`src/rtl/mips_pkg.sv`:
```
// Shared definitions for the MIPS pipeline datapath blocks.
// Contents:
//   - ALU operation codes (ALU_AND .. ALU_SLT) as driven on alu_op
//   - Opcode / funct field values understood by the ALU-control decoder
//   - ex_ctrl_t: MEM/WB control bits carried through the ID/EX register
package mips_pkg;

  localparam logic [2:0] ALU_AND = 3'd0;
  localparam logic [2:0] ALU_OR  = 3'd1;
  localparam logic [2:0] ALU_ADD = 3'd2;
  localparam logic [2:0] ALU_SUB = 3'd3;
  localparam logic [2:0] ALU_SLT = 3'd4;

  localparam logic [5:0] OP_RTYPE = 6'h00;
  localparam logic [5:0] OP_BEQ   = 6'h04;
  localparam logic [5:0] OP_ADDI  = 6'h08;
  localparam logic [5:0] OP_SLTI  = 6'h0A;
  localparam logic [5:0] OP_ANDI  = 6'h0C;
  localparam logic [5:0] OP_ORI   = 6'h0D;
  localparam logic [5:0] OP_LW    = 6'h23;
  localparam logic [5:0] OP_SW    = 6'h2B;

  localparam logic [5:0] FN_ADD = 6'h20;
  localparam logic [5:0] FN_SUB = 6'h22;
  localparam logic [5:0] FN_AND = 6'h24;
  localparam logic [5:0] FN_OR  = 6'h25;
  localparam logic [5:0] FN_SLT = 6'h2A;

  typedef struct packed {
    logic mem_read;
    logic mem_write;
    logic reg_write;
    logic mem_to_reg;
  } ex_ctrl_t;

endpackage

```
`src/rtl/alu_ctrl_dec.sv`:
```
// ALU-control decoder: maps opcode/funct to a 3-bit ALU operation.
// Ports:
//   opcode  in  6  instruction[31:26]
//   funct   in  6  instruction[5:0]
//   alu_op  out 3  ALU operation code (see mips_pkg ALU_*)
//   illegal out 1  opcode/funct combination not supported
// Unsupported encodings report ALU_ADD so the EX stage still computes
// something well defined while the illegal flag travels downstream.
module alu_ctrl_dec
  import mips_pkg::*;
(
  input  logic [5:0] opcode,
  input  logic [5:0] funct,
  output logic [2:0] alu_op,
  output logic       illegal
);

  always_comb begin
    alu_op  = ALU_ADD;
    illegal = 1'b0;
    case (opcode)
      OP_RTYPE: begin
        case (funct)
          FN_AND:  alu_op = ALU_AND;
          FN_OR:   alu_op = ALU_OR;
          FN_ADD:  alu_op = ALU_ADD;
          FN_SUB:  alu_op = ALU_SUB;
          FN_SLT:  alu_op = ALU_SLT;
          default: illegal = 1'b1;
        endcase
      end
      OP_LW, OP_SW, OP_ADDI: alu_op = ALU_ADD;
      OP_BEQ:  alu_op = ALU_SUB;
      OP_ANDI: alu_op = ALU_AND;
      OP_ORI:  alu_op = ALU_OR;
      OP_SLTI: alu_op = ALU_SLT;
      default: illegal = 1'b1;
    endcase
  end

endmodule

```
`src/rtl/id_ex_stage.sv`:
```
// ID/EX pipeline register of the 5-stage MIPS pipeline.
// Latches decoded operands and control from ID, generates alu_op from
// opcode/funct, and presents ALU operands plus MEM/WB control to EX.
// Ports:
//   clk, rst (sync, active high), stall (hold), flush (insert bubble)
//   in_*     ID-stage instruction fields, operands and main-decoder control
//   ex_valid, alu_a, alu_b, alu_op, ex_store_data   EX-stage operands
//   ex_rs, ex_rt, ex_dst                           register addresses
//   ex_mem_read/_write, ex_reg_write, ex_mem_to_reg latched control
//   ex_illegal                                     unsupported instruction
// Optional feature (macro ID_EX_FWD_EN): adds EX/MEM (fwd_m_*) and MEM/WB
// (fwd_w_*) forwarding ports that override the registered rs/rt values.
module id_ex_stage
  import mips_pkg::*;
#(
  parameter int DATA_W = 32,
  parameter int REG_W  = 5
) (
  input  logic              clk,
  input  logic              rst,
  input  logic              stall,
  input  logic              flush,
  input  logic              in_valid,
  input  logic [5:0]        in_opcode,
  input  logic [5:0]        in_funct,
  input  logic [DATA_W-1:0] in_rs_data,
  input  logic [DATA_W-1:0] in_rt_data,
  input  logic [DATA_W-1:0] in_imm,
  input  logic [REG_W-1:0]  in_rs,
  input  logic [REG_W-1:0]  in_rt,
  input  logic [REG_W-1:0]  in_rd,
  input  logic              in_reg_dst,
  input  logic              in_alu_src,
  input  logic              in_mem_read,
  input  logic              in_mem_write,
  input  logic              in_reg_write,
  input  logic              in_mem_to_reg,
`ifdef ID_EX_FWD_EN
  input  logic              fwd_m_we,
  input  logic [REG_W-1:0]  fwd_m_dst,
  input  logic [DATA_W-1:0] fwd_m_data,
  input  logic              fwd_w_we,
  input  logic [REG_W-1:0]  fwd_w_dst,
  input  logic [DATA_W-1:0] fwd_w_data,
`endif
  output logic              ex_valid,
  output logic [DATA_W-1:0] alu_a,
  output logic [DATA_W-1:0] alu_b,
  output logic [2:0]        alu_op,
  output logic [DATA_W-1:0] ex_store_data,
  output logic [REG_W-1:0]  ex_rs,
  output logic [REG_W-1:0]  ex_rt,
  output logic [REG_W-1:0]  ex_dst,
  output logic              ex_mem_read,
  output logic              ex_mem_write,
  output logic              ex_reg_write,
  output logic              ex_mem_to_reg,
  output logic              ex_illegal
);

  logic [2:0]        dec_alu_op;
  logic              dec_illegal;

  logic [DATA_W-1:0] rs_data_q;
  logic [DATA_W-1:0] rt_data_q;
  logic [DATA_W-1:0] imm_q;
  logic              alu_src_q;
  ex_ctrl_t          ctrl_q;

  logic [DATA_W-1:0] rs_val;
  logic [DATA_W-1:0] rt_val;

  alu_ctrl_dec u_dec (
    .opcode  (in_opcode),
    .funct   (in_funct),
    .alu_op  (dec_alu_op),
    .illegal (dec_illegal)
  );

  // Reset and flush both clear everything; a flush wins over stall so a
  // stalled instruction can still be squashed. in_valid=0 loads a bubble.
  always_ff @(posedge clk) begin
    if (rst || flush || (!stall && !in_valid)) begin
      ex_valid   <= 1'b0;
      alu_op     <= ALU_AND;
      ex_illegal <= 1'b0;
      rs_data_q  <= '0;
      rt_data_q  <= '0;
      imm_q      <= '0;
      alu_src_q  <= 1'b0;
      ex_rs      <= '0;
      ex_rt      <= '0;
      ex_dst     <= '0;
      ctrl_q     <= '0;
    end else if (!stall) begin
      ex_valid   <= 1'b1;
      alu_op     <= dec_alu_op;
      ex_illegal <= dec_illegal;
      rs_data_q  <= in_rs_data;
      rt_data_q  <= in_rt_data;
      imm_q      <= in_imm;
      alu_src_q  <= in_alu_src;
      ex_rs      <= in_rs;
      ex_rt      <= in_rt;
      ex_dst     <= in_reg_dst ? in_rd : in_rt;
      // An illegal instruction must not touch memory or the register file.
      ctrl_q.mem_read   <= in_mem_read  && !dec_illegal;
      ctrl_q.mem_write  <= in_mem_write && !dec_illegal;
      ctrl_q.reg_write  <= in_reg_write && !dec_illegal;
      ctrl_q.mem_to_reg <= in_mem_to_reg;
    end
  end

`ifdef ID_EX_FWD_EN
  // EX/MEM result is newer than MEM/WB, so it is checked first.
  // Register 0 is hard-wired to zero and is never forwarded.
  always_comb begin
    rs_val = rs_data_q;
    rt_val = rt_data_q;
    if (ex_valid) begin
      if (fwd_m_we && (fwd_m_dst != '0) && (fwd_m_dst == ex_rs))
        rs_val = fwd_m_data;
      else if (fwd_w_we && (fwd_w_dst != '0) && (fwd_w_dst == ex_rs))
        rs_val = fwd_w_data;
      if (fwd_m_we && (fwd_m_dst != '0) && (fwd_m_dst == ex_rt))
        rt_val = fwd_m_data;
      else if (fwd_w_we && (fwd_w_dst != '0) && (fwd_w_dst == ex_rt))
        rt_val = fwd_w_data;
    end
  end
`else
  assign rs_val = rs_data_q;
  assign rt_val = rt_data_q;
`endif

  assign alu_a         = rs_val;
  assign alu_b         = alu_src_q ? imm_q : rt_val;
  assign ex_store_data = rt_val;

  assign ex_mem_read   = ctrl_q.mem_read;
  assign ex_mem_write  = ctrl_q.mem_write;
  assign ex_reg_write  = ctrl_q.reg_write;
  assign ex_mem_to_reg = ctrl_q.mem_to_reg;

endmodule

```
`config.mk`:
```
export PLATFORM = sky130hd
export DESIGN_NAME = id_ex_stage
export DESIGN_NICKNAME = d
export VERILOG_FILES = /design/src/rtl/mips_pkg.sv /design/src/rtl/alu_ctrl_dec.sv /design/src/rtl/id_ex_stage.sv
export SDC_FILE = /design/constraint.sdc
export NUM_CORES = 1
export LEC_CHECK = 0
export CAP_MARGIN = 20
export CORE_UTILIZATION = 40
export DETAILED_ROUTE_END_ITERATION = 10
export HOLD_SLACK_MARGIN = 0.05
export PLACE_DENSITY = 0.82
export SLEW_MARGIN = 20
export SYNTH_ARGS = -nofsm -noshare
export SYNTH_HDL_FRONTEND = slang
export SYNTH_SLANG_ARGS = --single-unit
```
`constraint.sdc`:
```
create_clock -name clk -period 1.9 [get_ports clk]
set_clock_uncertainty 0.15 [all_clocks]
set_input_delay 0.38 -clock clk [delete_from_list [all_inputs] [get_ports clk]]
set_output_delay 0.38 -clock clk [all_outputs]
set_load 0.05 [all_outputs]
```
==> summary.md <==
| Metric | Value |
|---|---|
| Fin worst setup slack | -156.2 ps |
| Worst Setup Start Kind | register |
| Layout cells sized above 1 | 27.47% |
| Setup CP Type | register to output pin |
| Syn_nets | 614 |
| GRT Resource Usage Total | 22.80% |
| Die Height | 112.5 µm |
| # clock sinks | 121 |
| Die Area | 12650 µm² |
| Slew margin rel. | 69.32% |
| Seq cells post-synth | 121 |
| Power per standard cell area | 800.9 nW/µm² |
| # DRC | 0 |
| Routability cong. | 0.8831 |
| Failing checks | setup timing |
| Worst setup EP type | output pin |
| ANT nets after route | 0 |
| Fin Setup TNS | -3968 ps |
| Mapped Area | 4883 µm² |
| First DRT Iteration DRCs | 273 |
| Number of flops mapped to enable cells by yosys | 0 |
| WL/cell | 16.04 µm |
| Distinct cell type count after synthesis | 34 |
| Area Growth Syn to Fin | 71.28% |
| CTS tree | yes |
| Worst EP arrival | 1530 ps |
| Worst min-delay path class | register to register |
| Area leader, netlist | dfxtp_1 |
| Static Leak | 3.733 nW |
| Ant. Diodes | 0 |
| Hpwl dp | 10360 µm |
| Initial DRT Pass Iterations | 5 |
| RSZ-0062 raised after global routing | true |
| Initial antenna violation count | 0 |
| Synth async-reset ratio | 0% |
| Max Slew Vio Count | 0 |
| Outcome | finished, violations left |
| Vias in the first global route | 4554 |
| Fmax | 0.4863 GHz |
| GRT Residual Overflow | 0 |
| FP Rows | 39 |
| Peak VDD IR | 0.0007675 V |
| Top-area cell type share of the netlist area | 49.60% |
| Synth area leaders | dfxtp_1 50%, mux2i_1 23%, nor2_1 9.6% |
| CTS max path bufs | 2 |
| Worst-path fanout max | 16 |
| Clock Tree Root | clkbuf_16 |
| IO Count | 254 |
| Critical Path RT | 1370 ps |
| H-tree depth | 4 |
| Endpoints failing setup | 32 |
| First-pass GRT wire length | 22600 µm |
| Synth warnings | 0 |
| Total wire length | 14320 µm |
| Sequential element share of the synthesized area | 49.60% |
| Clock buffer count from CTS | 17 |
| Period utilization | 108.2% |
| Core area | 11660 µm² |
| Vias per cell | 4.953 |
| Post-Place Setup Slack | -239.6 ps |
| Port buffer count | 253 |
| Hold Violations, Final | 0 |
| Clock transition at path regs | 50 ps |
| Layout Nets | 871 |
| Post-Synthesis Cells | 480 |
| Hold WS | 296.6 ps |
| Die width | 112.5 µm |
| Average instance area after synthesis | 10.17 µm² |
| Post-synth top flop | dfxtp_1 |
| Worst-skew pair later-pin latency | 410 ps |
| Max Cap Viol | 0 |
| Minimum clock period | 2056 ps |
| Via count | 4423 |
| Initial Utilization | 41.87% |
| Slew @ Worst Pin | 454.5 ps |
| Largest net degree at the start of global routing | 59 |
## per-layer routing
metal	track usage, %	wire (µm)
met4	10.04	341
met2	41.49	7463
met1	23.89	5613
met5	0	0
met3	7.559	905
## Yosys cell counts, types with 2 or more instances
library cell	n
mux2_2	33
o21ai_0	5
nand2b_1	4
nor3_1	3
nor2_1	125
a21oi_1	7
inv_1	3
mux2i_1	113
nand3_1	7
clkbuf_1	16
a211oi_1	2
nand2_1	4
buf_2	17
dfxtp_1	121
## cell type report
class / instances / area (µm²)
tap: 143 / 178.9
multi-input combinational: 321 / 2336
fill: 836 / 3298
inverter: 3 / 11.26
timing repair buffer: 273 / 2870
sequential: 121 / 2426
clock buffer: 23 / 467.9
clock inverter: 9 / 73.82
## placed cells by master, fill, tap and decap left out, types with 2 or more instances in the layout
cell type	count
inv_1	3
nand3_1	7
clkbuf_8	2
mux2i_1	113
clkdlybuf4s50_1	132
a21oi_1	7
clkbuf_1	4
dfxtp_1	120
nor2_1	125
a211oi_1	2
nor3_1	3
clkbuf_16	17
nand2_1	4
buf_12	37
buf_4	101
nand2b_1	4
o21ai_0	5
clkinv_2	7
mux2_4	12
buf_6	2
mux2_2	21
## per-stage QoR
step           area [µm²]  instances  total power, mW  utilization [%]
2_1_floorplan        4883        480            3.268                -
3_3_place_gp         7735        859            3.792            66.32
3_5_place_dp         7735        859            3.818            66.32
4_1_cts              8357        893            6.766            71.66
5_1_grt              8364        893            6.956            71.72
6_report             8364        893            6.699            71.72
## critical path, cell delays in order, from the launching register on
cell and delay (ps):
dfxtp_4 390, buf_12 170, mux2_2 390, buf_12 160
## worst paths after layout
| check | start | slack, ps | endpoint | cells after the start |
|---|---|---|---|---|
| worst max-delay path | alu_src_q | -160 | alu_b[24] | 3 |
| worst max register to register | alu_src_q | 850 | alu_src_q | 4 |
| worst min-delay path | ex_valid | 300 | ex_valid | 2 |
| worst min register to register | ex_valid | 300 | ex_valid | 2 |
## report_power, final
group / internal [mW] / switching (mW) / leakage, nW
Combinational: 0.575 / 0.551 / 2.48
Sequential: 2.61 / 0.0431 / 0.984
Clock: 1.85 / 1.07 / 0.274
## what timing repair did
item                                    CTS  global route
gates cloned                              1             0
hold buffers                              0             0
buffers inserted                          1             1
endpoints found under the setup margin   32            32
hold endpoints to repair                  0             0
gates resized for setup                  14             3
## cell families after synthesis
| kind of cell | count (synthesis) | synth area share [%] |
|---|---|---|
| AO/OA/AOI/OAI | 24 | 3.254 |
| XOR/XNOR | 1 | 0.1794 |
| buffers and inverters | 38 | 3.587 |
| multiplexers | 146 | 30.77 |
| flip-flops | 121 | 49.60 |
| AND/OR/NAND/NOR | 150 | 12.61 |
Note: power is estimated with default switching activity, not from simulation.
